==> src/rtl/io_bank.sv <==
// Board I/O peripheral: synchronised/debounced keys and toggles, sticky key-press
// events, indexed LED and seven-segment writes, and an indexed input read port.
module io_bank #(
  parameter int unsigned NUM_KEYS        = 4,
  parameter int unsigned NUM_TOGGLES     = 10,
  parameter int unsigned NUM_GREEN       = 8,
  parameter int unsigned NUM_HEX         = 4,
  parameter int unsigned DEBOUNCE_CYCLES = 50000
) (
  input  logic                     clock,
  input  logic                     reset,
  input  logic                     LightLED,
  input  logic                     LightSevenSegment,
  input  logic                     ReadSwitch,
  input  logic [NUM_KEYS-1:0]      Keys,
  input  logic [NUM_TOGGLES-1:0]   Toggles,
  input  logic [31:0]              reg_a,
  input  logic [31:0]              reg_b,
  output logic [NUM_GREEN-1:0]     Green,
  output logic [NUM_TOGGLES-1:0]   Red,
  output logic [7*NUM_HEX-1:0]     Hex,
  output logic                     Switch,
  output logic                     SwitchValid
);

  localparam int unsigned NUM_IN = NUM_KEYS + NUM_TOGGLES;
  localparam int unsigned CW     = $clog2(DEBOUNCE_CYCLES);
  // Toggles occupy the low bits, keys the high bits; keys idle high (released).
  localparam logic [NUM_IN-1:0] IN_RST = {{NUM_KEYS{1'b1}}, {NUM_TOGGLES{1'b0}}};

  logic [NUM_IN-1:0]    w_raw;
  logic [NUM_IN-1:0]    r_sync1;
  logic [NUM_IN-1:0]    r_sync2;
  logic [NUM_IN-1:0]    r_stable;
  logic [CW-1:0]        r_cnt [NUM_IN];
  logic [NUM_IN-1:0]    w_accept;
  logic [NUM_KEYS-1:0]  w_press;
  logic [NUM_KEYS-1:0]  r_event;
  logic [NUM_KEYS-1:0]  w_rd_clr;
  logic                 w_rd_val;
  logic [7:0]           w_idx;
  logic [2:0]           w_digit;
  logic [NUM_GREEN-1:0]   r_green;
  logic [NUM_TOGGLES-1:0] r_red;
  logic [7*NUM_HEX-1:0]   r_hex;
  logic                 r_switch;
  logic                 r_switch_valid;
  logic                 w_unused;

  assign w_raw    = {Keys, Toggles};
  assign w_idx    = reg_a[7:0];
  assign w_digit  = reg_a[2:0];
  assign w_unused = ^{reg_a[31:8], reg_b[31:5]};

  function automatic logic [6:0] f_hex7(input logic [3:0] v);
    logic [6:0] seg;
    case (v)
      4'h0: seg = 7'b1000000;
      4'h1: seg = 7'b1111001;
      4'h2: seg = 7'b0100100;
      4'h3: seg = 7'b0110000;
      4'h4: seg = 7'b0011001;
      4'h5: seg = 7'b0010010;
      4'h6: seg = 7'b0000010;
      4'h7: seg = 7'b1111000;
      4'h8: seg = 7'b0000000;
      4'h9: seg = 7'b0010000;
      4'hA: seg = 7'b0001000;
      4'hB: seg = 7'b0000011;
      4'hC: seg = 7'b1000110;
      4'hD: seg = 7'b0100001;
      4'hE: seg = 7'b0000110;
      default: seg = 7'b0001110;
    endcase
    return seg;
  endfunction

  // A bit is accepted on the cycle its counter has seen DEBOUNCE_CYCLES mismatches.
  always_comb begin
    w_accept = '0;
    for (int i = 0; i < NUM_IN; i++) begin
      w_accept[i] = (r_sync2[i] != r_stable[i]) && (r_cnt[i] == CW'(DEBOUNCE_CYCLES - 1));
    end
  end

  assign w_press = w_accept[NUM_IN-1:NUM_TOGGLES] & r_stable[NUM_IN-1:NUM_TOGGLES];

  always_ff @(posedge clock or negedge reset) begin
    if (!reset) begin
      r_sync1  <= IN_RST;
      r_sync2  <= IN_RST;
      r_stable <= IN_RST;
      for (int i = 0; i < NUM_IN; i++) r_cnt[i] <= '0;
    end else begin
      r_sync1 <= w_raw;
      r_sync2 <= r_sync1;
      for (int i = 0; i < NUM_IN; i++) begin
        if (r_sync2[i] == r_stable[i]) begin
          r_cnt[i] <= '0;
        end else if (w_accept[i]) begin
          r_stable[i] <= r_sync2[i];
          r_cnt[i]    <= '0;
        end else begin
          r_cnt[i] <= r_cnt[i] + CW'(1);
        end
      end
    end
  end

  // Read address decode; event reads also flag a clear.
  always_comb begin
    w_rd_val = 1'b0;
    w_rd_clr = '0;
    for (int t = 0; t < NUM_TOGGLES; t++) begin
      if (w_idx == 8'(t)) w_rd_val = r_stable[t];
    end
    for (int k = 0; k < NUM_KEYS; k++) begin
      if (w_idx == 8'(16 + k)) w_rd_val = ~r_stable[NUM_TOGGLES + k];
      if (w_idx == 8'(32 + k)) begin
        w_rd_val    = r_event[k];
        w_rd_clr[k] = 1'b1;
      end
    end
  end

  // A press edge in the same cycle as a read-and-clear keeps the event set.
  always_ff @(posedge clock or negedge reset) begin
    if (!reset) begin
      r_event        <= '0;
      r_switch       <= 1'b0;
      r_switch_valid <= 1'b0;
    end else begin
      r_event        <= (r_event & ~(w_rd_clr & {NUM_KEYS{ReadSwitch}})) | w_press;
      r_switch_valid <= ReadSwitch;
      if (ReadSwitch) r_switch <= w_rd_val;
    end
  end

  always_ff @(posedge clock or negedge reset) begin
    if (!reset) begin
      r_green <= '0;
      r_red   <= '0;
      r_hex   <= '1;
    end else begin
      if (LightLED) begin
        for (int g = 0; g < NUM_GREEN; g++) begin
          if (w_idx == 8'(g)) r_green[g] <= reg_b[0];
        end
        for (int r = 0; r < NUM_TOGGLES; r++) begin
          if (w_idx == 8'(NUM_GREEN + r)) r_red[r] <= reg_b[0];
        end
      end
      if (LightSevenSegment) begin
        for (int h = 0; h < NUM_HEX; h++) begin
          if (w_digit == 3'(h)) r_hex[7*h +: 7] <= reg_b[4] ? 7'h7F : f_hex7(reg_b[3:0]);
        end
      end
    end
  end

  assign Green       = r_green;
  assign Red         = r_red;
  assign Hex         = r_hex;
  assign Switch      = r_switch;
  assign SwitchValid = r_switch_valid;

endmodule

==> config.mk <==
export PLATFORM = sky130hd
export DESIGN_NAME = io_bank
export DESIGN_NICKNAME = d
export VERILOG_FILES = /design/src/rtl/io_bank.sv
export SDC_FILE = /design/constraint.sdc
export NUM_CORES = 1
export LEC_CHECK = 0
export CELL_PAD_IN_SITES_DETAIL_PLACEMENT = 0
export CELL_PAD_IN_SITES_GLOBAL_PLACEMENT = 1
export CORE_AREA = 2 2 183 185
export CTS_CLUSTER_SIZE = 12
export DETAILED_ROUTE_END_ITERATION = 6
export DIE_AREA = 0 0 185 187
export GPL_ROUTABILITY_DRIVEN = 0
export PLACE_DENSITY_LB_ADDON = 0.1
export SETUP_SLACK_MARGIN = 0.4
export SYNTH_ARGS = -nofsm -noshare
export SYNTH_HDL_FRONTEND = slang
export SYNTH_SLANG_ARGS = --single-unit
==> constraint.sdc <==
create_clock -name clock -period 2.06 [get_ports clock]
set_input_delay 0.309 -clock clock [delete_from_list [all_inputs] [get_ports clock]]
set_output_delay 0.309 -clock clock [all_outputs]
set_load 0.05 [all_outputs]
==> flow_summary_export.csv, run 1 <==
group,metric,value,unit
floorplanning,fp.dieArea,0.0346,mm2
sta,hold_viol,0,
worst_setup_path,max_stage_delay,540,ps
pwr,finalPower,14.6,mW
routing,via_per_inst,4.98,
floorplanning,rows,67,
sta,min_period,1620,ps
grt,grt_pass1_vias,10128,
final_layout,area_growth,22.8,%
worst_setup_path,crit_path_end_kind,"output pin",
job,cap_violations,0,
clock_network,cts.clk_slew.worst_paths,60,ps
place,port_buffers,79,
floorplanning,io_pins,131,
final_layout,drive_gt1_frac,0.185,
sta,drv_slew,0,
synth,synth-edff-count,0,
final_layout,multiInputGateArea,0.00648,mm2
grt,grt_max_degree,67,
routing,drt_iter0_drc,529,
final_layout,fill_cells,2995,
grt,grt.overflow.total,0,
grt,grt_pass1_wl,50.7,mm
worst_setup_path,crit_type,"register to output pin",
synth,yosysWarnings,0,
floorplanning,start_util,0.439,
clock_network,cts_made_buffers,36,
clock_network,clock_path_buffers,3,
clock_network,cts_htree_levels,2,
clock_network,cts_tree,"built",
synth,syn_inst,1417,
sta,setup_ws,437,ps
synth,postSynthAreaPerCell,10.2,um2
routing,vias,10280,
pwr,power_density,824,mW/mm2
synth,synthArstFlopShare,1.00,
clock_network,insertion_delay,520,ps
pwr,vdd_ir_drop_max,0.647,mV
worst_hold_path,worstHoldPathType,"primary input to register",
synth,syn_area,0.0144,mm2
routing,drc_errors,0,
worst_setup_path,cp.buffers_inverters,1,
synth,synth_cell_type_count,49,
worst_setup_path,crit_chain,"buf_2",
sta,worstMarginPinSlew,535,ps
sta,rsz0062_at_grt,"yes",
final_layout,layout_common_cells,"287 x nor2_1, 277 x dfrtp_1, 121 x nand2_1",
routing,dr.pass1.iters,5,
sta,slew_headroom,0.644,
worst_setup_path,worstPathMaxFanout,2,
sta,fin_crit_sh,0.788,
place,placed_cell_area,0.0161,mm2
synth,postSynthNetCount,1520,
floorplanning,die_y,187,um
final_layout,final_common_cell,"nor2_1",
sta,fmax,616,MHz
sta,whs,204,ps
worst_setup_path,cp_slowest_cell,"dfstp_2",
worst_setup_path,crit_arrival,1310,ps
worst_setup_path,worstPathRequired,1750,ps
synth,ys_ff_latch,318,
grt,antenna_found_initial,1,
grt,grt_util_all_layers,0.178,
pwr,leakage,7.73,nW
final_layout,register_area,0.00801,mm2
final_layout,nets,1689,
synth,seq_area_frac_synth,0.555,
routing,ant_nets,0,
floorplanning,die_x,185,um
outcome,status,"complete, no violations",
final_layout,final_area,0.0177,mm2
clock_network,cts_sinks,318,
worst_setup_path,cp_top_family,"flip-flops",
sta,skew,11.7,ps
worst_setup_path,worst_setup_path_start_kind,"register",
floorplanning,coreArea,0.0329,mm2
clock_network,clockRootBuffer,"clkbuf_16",
sta,setup_violations,0,
place,dp_hpwl,20.5,mm
place,pre_cts_ws,-103,ps
routing,routed_wl,30.2,mm
routing,wl_per_cell,14.6,um
synth,synth_ff_type,"dfrtp_1",
[sequential cells by signal, indices dropped and copies added (netlist names)]
register / count
r_cnt: 224
Hex: 28
r_stable: 14
r_sync1: 14
r_sync2: 14
Red: 10
Green: 8
r_event: 4
Switch: 1
SwitchValid: 1
[per-stage QoR]
stage,setup TNS (ps),cells,utilization
2_1_floorplan,0,1417,-
3_3_place_gp,-166,1974,0.491
3_5_place_dp,-765,1974,0.491
4_1_cts,0,2045,0.527
5_1_grt,0,2062,0.539
6_report,0,2063,0.539
[power by group]
part / internal (mW) / switching [mW] / leakage, nW
Sequential: 6.57 / 0.170 / 4.20
Combinational: 0.477 / 1.01 / 2.95
Clock: 3.85 / 2.52 / 0.588
[cell usage after synthesis, drive strengths merged, types with 3 or more instances]
| cell | n | share of area |
|---|---|---|
| nand4 | 37 | 0.016 |
| o21ai | 30 | 0.010 |
| nand2 | 125 | 0.033 |
| clkbuf | 9 | 0.0023 |
| xor2 | 114 | 0.069 |
| inv | 21 | 0.0055 |
| nor4b | 9 | 0.0055 |
| buf | 19 | 0.0068 |
| and3 | 67 | 0.029 |
| a211oi | 3 | 0.0016 |
| nor3 | 32 | 0.012 |
| mux2i | 4 | 0.0028 |
| nand3 | 105 | 0.036 |
| and2 | 3 | 0.0013 |
| o31ai | 12 | 0.0062 |
| xnor2 | 96 | 0.058 |
| a21oi | 27 | 0.0096 |
| nor2b | 6 | 0.0026 |
| dfrtp | 278 | 0.48 |
| nand2b | 8 | 0.0035 |
| dfstp | 40 | 0.073 |
| nor2 | 288 | 0.075 |
| and4b | 4 | 0.0028 |
| nor3b | 3 | 0.0016 |
| nor4 | 21 | 0.011 |
| mux2 | 18 | 0.014 |
| ha | 20 | 0.017 |
[cells by family (layout without fill, tap and decap cells)]
logic type / after synthesis / in the layout / share of synthesized area
AOI/OAI and AO/OA: 85 / 85 / 0.0353
xor gates and xnor gates: 210 / 210 / 0.127
DFF: 318 / 318 / 0.555
and+or+nand+nor: 710 / 710 / 0.230
adders and majority gates: 20 / 20 / 0.0173
other: 0 / 1 / 0
muxes: 24 / 24 / 0.0199
buffers and inverters: 50 / 247 / 0.0148
[repair_timing]
action | in CTS | in global routing
hold endpoints to repair | 40 | 0
gates resized for setup | 163 | 62
pin swaps | 8 | 23
gates cloned | 0 | 3
hold buffers | 1 | 0
endpoints found under the setup margin | 125 | 190
buffers inserted | 4 | 14
[final cells by class]
cell class | count | share of cell area
inverters | 22 | 0.00473
well taps | 448 | 0.0316
multi-input cells | 1049 | 0.365
repair buffers | 159 | 0.0792
clock inverters | 11 | 0.00628
clock buffers | 55 | 0.0606
diodes | 1 | 0.000141
flip-flops and latches | 318 | 0.452
[path summary, 6_finish.rpt]
kind                       cells past startpoint  startpoint           end  slack [ps]
max                                            1      Hex[8]        Hex[8]         440
min                                            1     Keys[0]   r_sync1[10]         200
max reg2reg                                    6   r_cnt[17]  r_stable[12]         480
min reg2reg                                    0  r_sync1[2]    r_sync2[2]         350
max in group asynchronous                      3       reset       Hex[15]        1000
min in group asynchronous                      2       reset    r_cnt[121]         320
[metal layers]
metal | routed length [um] | GRT usage | vias to the layer above
met5 | 0 | 0 | -
met4 | 774 | 0.0543 | 0
met3 | 1120 | 0.0298 | 47
met2 | 13400 | 0.266 | 124
met1 | 14900 | 0.265 | 4976
li1 | - | - | 5133
No activity file was read; power rests on OpenSTA's default activity.
==> run 2, diff against run 1 <==
Clock period 2.06 ns to 1.5 ns, I/O delays scaled along.
==> run 2 against run 1 <==
  * The run now ends with setup timing left
  * Critical path type is now register to register
  * Final cell count increased by 8.8%
  * Sequential power increased by 40%
  * First-iteration DRC count decreased by 7.4%
  * Largest power group unchanged
==> flow_summary_export.csv, run 2 (synthesis gave the netlist of run 1 again) <==
group,metric,value,unit
outcome,status,"complete, but fails checks",
outcome,violations,"setup timing",
final_layout,layout_common_cells,"247 x dfrtp_1, 190 x buf_4, 119 x nor2_1",
routing,routed_wl,36.3,mm
floorplanning,start_util,0.439,
worst_setup_path,cp_slowest_cell,"dfrtp_1",
clock_network,cts_sinks,318,
floorplanning,coreArea,0.0329,mm2
routing,wl_per_cell,16.2,um
pwr,power_density,983,mW/mm2
routing,drt_iter0_drc,490,
sta,slew_headroom,0.643,
sta,setup_violations,13,
clock_network,cts_tree,"built",
routing,vias,11301,
worst_hold_path,worstHoldPathType,"primary input to register",
sta,drv_slew,0,
job,cap_violations,0,
worst_setup_path,crit_arrival,1950,ps
clock_network,clockRootBuffer,"clkbuf_16",
final_layout,final_core_util,0.680,
worst_setup_path,worstPathRequired,1900,ps
final_layout,nets,1871,
clock_network,insertion_delay,520,ps
floorplanning,die_y,187,um
floorplanning,die_x,185,um
sta,worstMarginPinSlew,535,ps
final_layout,largest_reg_flops,224,
pwr,leakage,9.24,nW
sta,rsz0062_at_grt,"yes",
floorplanning,fp.dieArea,0.0346,mm2
routing,drc_errors,0,
worst_setup_path,worstPathMaxFanout,3,
final_layout,antenna_cells,0,
clock_network,cts_made_buffers,38,
worst_setup_path,worst_setup_path_start_kind,"register",
final_layout,top_register,"r_cnt",
sta,fmax,648,MHz
worst_setup_path,max_stage_delay,400,ps
sta,whs,110,ps
clock_network,cts.clk_slew.worst_paths,60,ps
final_layout,area_growth,54.9,%
place,pre_cts_ws,-552,ps
sta,skew,15.7,ps
floorplanning,rows,67,
worst_setup_path,crit_chain,"buf_4 > buf_4 > nand4_1 > nor3_2 > buf_4 > nand3_2 > xor2_2 > nor2_4",
sta,fin_crit_sh,1.03,
final_layout,fill_cells,2446,
grt,grt_util_all_layers,0.207,
final_layout,drive_gt1_frac,0.466,
pwr,vdd_ir_drop_max,1.17,mV
grt,grt_pass1_wl,57.9,mm
clock_network,cts_htree_levels,2,
routing,ant_nets,0,
grt,grt.overflow.total,0,
worst_setup_path,critPathMostFrequentCell,"buf_4",
worst_setup_path,crit_path_end_kind,"register",
clock_network,clock_path_buffers,3,
place,port_buffers,79,
sta,hold_viol,0,
final_layout,final_common_cell,"dfrtp_1",
floorplanning,io_pins,131,
worst_setup_path,crit_type,"register to register",
grt,grt_max_degree,63,
sta,setup_ws,-44.3,ps
place,dp_hpwl,22.8,mm
grt,grt_pass1_vias,11437,
sta,min_period,1540,ps
grt,antenna_found_initial,0,
routing,dr.pass1.iters,5,
routing,via_per_inst,5.03,
==> run 2: changes by cell type in the layout (fill, tap and decap cells not counted), moves of 20 or more <==
cell and change:
buf_6 +22, buf_4 +118, dfrtp_1 -30, xor2_2 +25
buf_12 +66, nand2_1 -28, nor2_2 +95, xor2_1 -25
nor2_1 -168, dfrtp_2 +30, nor2_4 +73, nand3_2 +20
nand3_1 -32
==> run 2: metrics by stage <==
step	instance area [um2]	total power [mW]	std cells	TNS (ps)
2_1_floorplan	15000	10.7	1417	0
3_3_place_gp	18000	12.3	2088	-19100
3_5_place_dp	18000	12.3	2088	-20740
4_1_cts	20700	22.0	2210	-3.04
5_1_grt	22400	22.8	2245	-5000
6_report	22400	22.0	2245	-252
==> run 2: critical path: cells and delay by family (launching register included) <==
family                 cells  cell delay, ps
XOR/XNOR                   1             180
buffers and inverters      3             390
flip-flops                 1             400
AND/OR/NAND/NOR            4             440
==> run 2: final timing paths <==
path / end / start / slack (ps) / cells past startpoint
min in group asynchronous: r_cnt[220] / reset / 160 / 2
worst min register to register: r_sync2[5] / r_sync1[5] / 350 / 0
max in group asynchronous: r_cnt[150] / reset / 640 / 4
worst min-delay path: r_sync1[13] / Keys[3] / 110 / 1
worst max-delay path: r_cnt[63] / r_cnt[49] / -40 / 8
worst max register to register: r_cnt[63] / r_cnt[49] / -40 / 8
==> run 2: final cells by class <==
class                      instances  area (um2)  area share
multi-input combinational       1053        8540       0.382
sequential                       318        8050       0.360
timing repair buffer             335        3800       0.170
clock buffer                      57        1180      0.0526
tap                              448         561      0.0251
clock inverter                    12         119     0.00532
inverter                          22         113     0.00504
==> run 2: repair_timing <==
item	CTS	global route
gates resized for setup	214	303
hold endpoints to repair	196	0
endpoints found under the setup margin	337	323
hold buffers	1	0
pin swaps	112	104
setup buffers	42	31
gates cloned	10	4
==> run 2: per-layer routing <==
layer	part of all wire	vias to the layer above	track usage
met1	0.44	5606	0.277
met5	0	-	0
li1	-	5490	-
met3	0.039	67	0.0442
met2	0.49	138	0.337
met4	0.027	0	0.0629
==> run 2: power breakdown <==
part | switching [mW] | internal, mW | leakage [nW]
clock network | 3.62 | 5.77 | 0.638
registers | 0.394 | 9.04 | 4.15
logic | 1.64 | 1.51 | 4.45
